--- src/rtl/fetch_decode_pkg.sv ---
// Shared definitions for the fetch/decode stage: instruction field positions
// and the sequencer state encoding.
package fetch_decode_pkg;

  localparam int OP_MSB   = 31;
  localparam int OP_LSB   = 29;
  localparam int RD_MSB   = 28;
  localparam int RD_LSB   = 24;
  localparam int RS1_MSB  = 23;
  localparam int RS1_LSB  = 19;
  localparam int RS2_MSB  = 18;
  localparam int RS2_LSB  = 14;
  localparam int WE_BIT   = 13;
  localparam int HALT_BIT = 12;
  localparam int RSV_MSB  = 11;

  typedef enum logic [1:0] {
    IDLE  = 2'd0,
    FETCH = 2'd1,
    ISSUE = 2'd2,
    DONE  = 2'd3
  } state_t;

endpackage

--- src/rtl/fetch_decode_unit_instr_mem.sv ---
// Program store: one write port, registered read port. The array is never
// cleared; only the read-data register returns to zero on reset.
module instr_mem #(
  parameter int ADDR_W = 5,
  parameter int DATA_W = 32
) (
  input  logic              clk,
  input  logic              rst,
  input  logic              i_we,
  input  logic [ADDR_W-1:0] i_waddr,
  input  logic [DATA_W-1:0] i_wdata,
  input  logic              i_re,
  input  logic [ADDR_W-1:0] i_raddr,
  output logic [DATA_W-1:0] o_rdata
);

  logic [DATA_W-1:0] r_mem [2**ADDR_W];
  logic [DATA_W-1:0] r_rdata;

  always_ff @(posedge clk) begin
    if (i_we) begin
      r_mem[i_waddr] <= i_wdata;
    end
  end

  // The read register doubles as the instruction register and holds while i_re is low.
  always_ff @(posedge clk) begin
    if (rst) begin
      r_rdata <= '0;
    end else if (i_re) begin
      r_rdata <= r_mem[i_raddr];
    end
  end

  assign o_rdata = r_rdata;

endmodule

--- src/rtl/fetch_decode_unit.sv ---
// Sequential program fetch and decode: one instruction issued every two clocks,
// Start/Busy/Done handshake, Stall holds the issuing instruction.
module fetch_decode_unit
  import fetch_decode_pkg::*;
#(
  parameter int PC_W    = 5,
  parameter int INSTR_W = 32
) (
  input  logic               clk,
  input  logic               rst,
  input  logic               Start,
  input  logic               Stall,
  input  logic               Load_en,
  input  logic [PC_W-1:0]    Load_addr,
  input  logic [INSTR_W-1:0] Load_data,
  output logic               RegWrite,
  output logic [4:0]         Addr_op1,
  output logic [4:0]         Addr_op2,
  output logic [4:0]         Addr_Destino,
  output logic [2:0]         Operacion,
  output logic               Busy,
  output logic               Done,
  output logic [PC_W-1:0]    PC_out
);

  state_t              r_state;
  logic [PC_W-1:0]     r_pc;
  logic                r_busy;
  logic                r_done;

  logic [INSTR_W-1:0]  w_ir;
  logic                w_mem_we;
  logic                w_fetch;
  logic                w_issue;
  logic                w_we_flag;
  logic                w_halt;
  logic                w_last;
  logic [RSV_MSB:0]    w_unused_rsv;

  assign w_mem_we = (r_state == IDLE) && Load_en;
  assign w_fetch  = (r_state == FETCH);
  assign w_issue  = (r_state == ISSUE);

  instr_mem #(
    .ADDR_W (PC_W),
    .DATA_W (INSTR_W)
  ) u_imem (
    .clk     (clk),
    .rst     (rst),
    .i_we    (w_mem_we),
    .i_waddr (Load_addr),
    .i_wdata (Load_data),
    .i_re    (w_fetch),
    .i_raddr (r_pc),
    .o_rdata (w_ir)
  );

  assign w_we_flag    = w_ir[WE_BIT];
  assign w_halt       = w_ir[HALT_BIT];
  assign w_unused_rsv = w_ir[RSV_MSB:0];
  assign w_last       = (r_pc == {PC_W{1'b1}});

  always_ff @(posedge clk) begin
    if (rst) begin
      r_state <= IDLE;
      r_pc    <= '0;
      r_busy  <= 1'b0;
      r_done  <= 1'b0;
    end else begin
      case (r_state)
        IDLE: begin
          r_done <= 1'b0;
          if (Start) begin
            r_pc    <= '0;
            r_state <= FETCH;
            r_busy  <= 1'b1;
          end
        end
        FETCH: begin
          r_state <= ISSUE;
          r_busy  <= 1'b1;
        end
        ISSUE: begin
          // The last address ends the program so the PC never wraps.
          if (!Stall) begin
            if (w_halt || w_last) begin
              r_state <= DONE;
              r_busy  <= 1'b0;
              r_done  <= 1'b1;
            end else begin
              r_pc    <= r_pc + 1'b1;
              r_state <= FETCH;
            end
          end
        end
        DONE: begin
          r_state <= IDLE;
          r_done  <= 1'b0;
          r_busy  <= 1'b0;
        end
        default: begin
          r_state <= IDLE;
          r_busy  <= 1'b0;
          r_done  <= 1'b0;
        end
      endcase
    end
  end

  assign RegWrite     = w_issue && w_we_flag && !w_halt && !Stall;
  assign Operacion    = w_issue ? w_ir[OP_MSB:OP_LSB]   : '0;
  assign Addr_Destino = w_issue ? w_ir[RD_MSB:RD_LSB]   : '0;
  assign Addr_op1     = w_issue ? w_ir[RS1_MSB:RS1_LSB] : '0;
  assign Addr_op2     = w_issue ? w_ir[RS2_MSB:RS2_LSB] : '0;
  assign Busy         = r_busy;
  assign Done         = r_done;
  assign PC_out       = r_pc;

endmodule

--- config.mk ---
export PLATFORM = sky130hd
export DESIGN_NAME = fetch_decode_unit
export DESIGN_NICKNAME = d
export VERILOG_FILES = /design/src/rtl/fetch_decode_pkg.sv /design/src/rtl/fetch_decode_unit_instr_mem.sv /design/src/rtl/fetch_decode_unit.sv
export SDC_FILE = /design/constraint.sdc
export NUM_CORES = 1
export LEC_CHECK = 0
export CORE_AREA = 2 2 260 262
export CTS_CLUSTER_DIAMETER = 100
export DETAILED_ROUTE_END_ITERATION = 16
export DIE_AREA = 0 0 262 264
export HOLD_SLACK_MARGIN = 0.03
export PLACE_DENSITY = 0.8
export RECOVER_POWER = 50
export REMOVE_ABC_BUFFERS = 1
export SKIP_LAST_GASP = 1
export SLEW_MARGIN = 20
export SYNTH_ARGS = -nofsm -noshare
export SYNTH_HDL_FRONTEND = slang
export SYNTH_HIERARCHICAL = 1
export SYNTH_SLANG_ARGS = --single-unit
export TNS_END_PERCENT = 5
--- constraint.sdc ---
create_clock -name clk -period 8.85 [get_ports clk]
set_input_delay 1.3275 -clock clk [delete_from_list [all_inputs] [get_ports clk]]
set_output_delay 1.3275 -clock clk [all_outputs]
set_load 0.02 [all_outputs]
=== Word-level counts from Yosys, hierarchy flattened ===
Memory sizes are Yosys's and may differ from the RTL's. A register that Yosys moved wholly into a read port is not among the register bits.
Cells that the tools add are included.

* Flip-flop bits (word level): 9
* Memory bits (writable): 1024
* Memories: 1

{| class="wikitable"
|+ Memories
! name !! words !! bits a word !! read ports !! clocked after Yosys merged registers in !! wr ports !! line !! RTL
|-
| u_imem.r_mem || 32 || 32 || 1 || 1 || 1 || fetch_decode_unit_instr_mem.sv:17 || <nowiki>logic [DATA_W-1:0] r_mem [2**ADDR_W];</nowiki>
|}

* Reduce and logical (&&, ||, !) cells: 15
* Mux-type cells: 21
* Equality and inequality tests: 8
* $add $sub $neg: 1

{| class="wikitable"
|+ Operators by type and width
! operator !! number
|-
| 5-bit 2-to-1 mux || 6
|-
| 5-bit case mux with 2 select lines || 1
|-
| 2-bit case mux with 4 select lines || 1
|-
| 1-bit 2-to-1 mux || 7
|-
| 2-bit 2-to-1 mux || 3
|-
| 2-bit != test, second input constant || 3
|-
| 3-bit AND reduction || 2
|-
| 5-bit by 1-bit adder with 5-bit output, second input constant || 1
|-
| 5-bit equality test, second input constant || 1
|-
| 2-bit equality test, second input constant || 2
|-
| 1-bit logical AND || 4
|-
| 1-bit case mux with 4 select lines || 1
|-
| 4-bit AND reduction || 1
|-
| 2-bit nonzero test || 2
|-
| 3-bit 2-to-1 mux || 1
|-
| 2-bit by 1-bit equality test with 1-bit output, second input constant || 1
|-
| 1-bit logical NOT || 2
|-
| 2-bit logical NOT || 1
|-
| 2-bit by 1-bit != test with 1-bit output, second input constant || 1
|-
| 1-bit case mux with 2 select lines || 1
|-
| 2-bit AND reduction || 1
|-
| 2-bit OR reduction || 1
|-
| 1-bit logical OR || 1
|}

=== Logic depth before layout (Yosys ltp) ===
* Word-level depth: 5
* Depth in mapped cells: 8
* Mapped depth without buffers: 7

=== Modules after synthesis ===
Netlist, hierarchy kept.

{| class="wikitable"
|+ By module, submodules not included
! module !! instances !! cells each !! area each (um2)
|-
| instr_mem || 1 || 2238 || 40740.3
|-
| fetch_decode_unit || 1 || 81 || 633.1
|}

=== Worst setup path after synthesis ===
OpenSTA, ideal clock, no wires.

* Path type: input port to flip-flop
* Start: input port Load_en
* End: memory u_imem.r_mem[12][0] (enable)
* Arrival time: 3484 ps
* Stages: 4
* Setup time: 421 ps
* Path slack: 4945 ps
* Buffers on the path: 1
* Data required time: 8429 ps
* Cell sequence: and2_1 > or3b_2 > clkbuf_1 > nor2_1

* Word-level cells in the longest chain between the ends: 3

{| class="wikitable"
|+ Ends and longest elaborated chain
! item !! line !! RTL
|-
| from (decl) || fetch_decode_unit.sv:13 || <nowiki>input logic Load_en,</nowiki>
|-
| 1-bit logical AND || fetch_decode_unit.sv:40 || <nowiki>assign w_mem_we = (r_state == IDLE) && Load_en;</nowiki>
|-
| 1-bit 2-to-1 mux || fetch_decode_unit_instr_mem.sv:21 || <nowiki>if (i_we) begin</nowiki>
|-
| 1-bit 2-to-1 mux (not written as such) || fetch_decode_unit_instr_mem.sv:22 || <nowiki>r_mem[i_waddr] <= i_wdata;</nowiki>
|-
| to (decl) || fetch_decode_unit_instr_mem.sv:17 ||
|}

No other way between the ends.

=== Worst setup path in the final report ===
* Start: register r_pc[0], in the netlist PC_out[0]
* End: output port PC_out[0]

{| class="wikitable"
|+ RTL lines
! item !! line !! RTL
|-
| from (decl) || fetch_decode_unit.sv:27 || <nowiki>logic [PC_W-1:0] r_pc;</nowiki>
|-
| from (signal assigned) || fetch_decode_unit.sv:91 || <nowiki>r_pc <= r_pc + 1'b1;</nowiki>
|-
| to (decl) || fetch_decode_unit.sv:23 || <nowiki>output logic [PC_W-1:0] PC_out</nowiki>
|}

No word-level cell between the ends.

==> out/metrics.yaml <==
outcome:
  outcome: "finished, violations left"
  violations: "max-capacitance violations, max-slew violations"
finish:
  multi_input_area_um2: 6090
  final_cells: 2484
  syn_to_final_growth_pct: 13.3
  drive_gt1_share_pct: 9.77
  fill_cells: 5501
  seqCellArea_um2: 19800
  nets: 1602
global_route:
  antenna_found_initial: 4
  grt_pass1_wl_um: 88800
  grt_use_total_pct: 17.4
  grt_pass1_vias: 14207
  grt_overflow: 0
  grt_start_max_net_pins: 140
worst_setup_path:
  critPathBufInv: 1
  cpMaxStageDelayCell: "dfxtp_1"
  crit_family: "flip-flops"
  start_kind: "flip-flop"
  crit_type: "flip-flop to output pin"
  cp-end-kind: "output pin"
  slowest_delay_ns: 2.78
  path_max_fanout: 60
  critPathArrivalTime_ns: 4.43
  required_ns: 7.52
  cp_cell_sequence: "clkdlybuf4s50_1"
clock_tree:
  clock_sinks: 669
  path_clk_slew_ns: 0.06
  worst_skew_pair.late_latency_ns: 0.59
  cts-buffers-inserted: 66
  postCtsHoldBufs: 0
  cts.htree.levels: 3
  post-cts-setup-buffers: 0
  cts_resized: 0
  cts_tree: "yes"
  clock-root-buffer: "clkbuf_16"
  clockBufferDepth: 3
timing:
  hold_violations: 0
  rsz0062_at_grt: "no"
  max_slew_margin_pct: -142
  fmax_ghz: 0.174
  worstMarginPinSlew_ns: 3.62
  skew_ns: 0.0139
  min_period_ns: 5.76
  holdWs_ns: 0.487
  fin_ws_ns: 3.09
  finalCritPeriodShare_pct: 65.1
  drv_slew: 80
  finalSetupViolations: 0
floorplan:
  start_util_pct: 39.7
  die_y_um: 264
  io_pins: 68
  rows: 95
  core_area_um2: 66600
  dieArea_um2: 69200
  fp.dieW_um: 262
power:
  power_leakage_nw: 8.67
  p_comb_share_pct: 4.2
  p_int_mw: 5.31
  p_sw_mw: 1.34
  p_total_mw: 6.65
  swShare_pct: 20.2
  power.clock.fraction_pct: 42.5
  ir_drop_uv: 121
  power.density_nw_per_um2: 222
  seqPwrFrac_pct: 53.3
placement:
  portBuffers: 55
  dp_hpwl_um: 31300
  post-place-cells: 2358
  routabilityCongestion: 0.786
  post-place-ws_ns: 4.58
routing:
  drtIter0Drc: 1733
  vias: 14390
  drt-total-wl_um: 61500
  remaining_drc_errors: 0
  drtPass1Iterations: 5
  wire_per_inst_um: 24.7
  postRouteAntennaNets: 0
  drt-vias-per-instance: 5.79
logic_synthesis:
  syn_area_um2: 26400
  syn_inst: 1538
  avgSynthCellArea_um2: 17.2
  yosys_warnings: 6
run:
  max-cap-violations: 2
min_path:
  hold_class: "flip-flop to flip-flop"
[layer usage]
metal | vias to the layer above | wire length [um] | GRT usage (%)
met5 | - | 13 | 0
met3 | 119 | 5890 | 3.99
met2 | 769 | 29300 | 27.8
li1 | 6130 | - | -
met4 | 2 | 1520 | 5.53
met1 | 7370 | 24700 | 23.6
[through the flow]
stage	area, um2	TNS, ns	util [%]
2_1_floorplan	25700	-102.89	-
3_3_place_gp	27700	0	41.6
3_5_place_dp	27700	0	41.6
4_1_cts	29900	0	45.0
5_1_grt	29900	0	45.0
6_report	29900	0	45.0
[final timing paths]
path                  start  cells past startpoint  slack (ns)                  to
hold reg to reg        Busy                      2        0.49                Busy
hold / removal         Busy                      2        0.49                Busy
setup / recovery  PC_out[0]                      1        3.09           PC_out[0]
setup reg to reg  PC_out[0]                      6        3.54  u_imem/o_rdata[27]
[power by group through the flow]
stage / Clock, mW / Sequential, mW / Combinational (mW)
floorplan: 0 / 3.62 / 0.204
global placement: 0 / 3.61 / 0.259
detailed placement: 0 / 3.61 / 0.273
CTS: 2.86 / 3.55 / 0.275
global route: 2.98 / 3.55 / 0.300
finish: 2.83 / 3.55 / 0.276
[placed cells by master, fill, tap and decap left out, types with 5 or more instances in the layout]
master,n
bufinv_16,5
and2_1,18
dlygate4sd3_1,19
nor2_1,30
clkbuf_16,73
dfxtp_1,29
clkinv_1,14
mux2i_1,321
a22oi_1,162
or4_1,20
nand3_1,5
nand3b_1,5
clkbuf_1,17
a21oi_1,84
edfxtp_1,640
nor2_2,8
nor2_4,25
a211oi_1,20
clkbuf_8,6
nand2_1,5
clkdlybuf4s50_1,32
ha_1,6
clkinv_2,7
buf_4,16
[flip-flops by register name (all words and copies together) (netlist names)]
signal,flops
r_state,2
Busy,1
u_imem/o_rdata,20
Done,1
PC_out,5
u_imem/r_mem,640
[area by class of cell]
type                            instances  share of cell area, %
Clock inverter                         30                  0.903
Sequential cell                       669                   66.1
Clock buffer                           91                   6.53
Timing Repair Buffer                   75                   2.37
Tap cell                              873                   3.65
Multi-Input combinational cell        739                   20.3
Inverter                                3                 0.0376
Antenna cell                            4                 0.0334
Note: power is estimated with default switching activity, not from simulation.
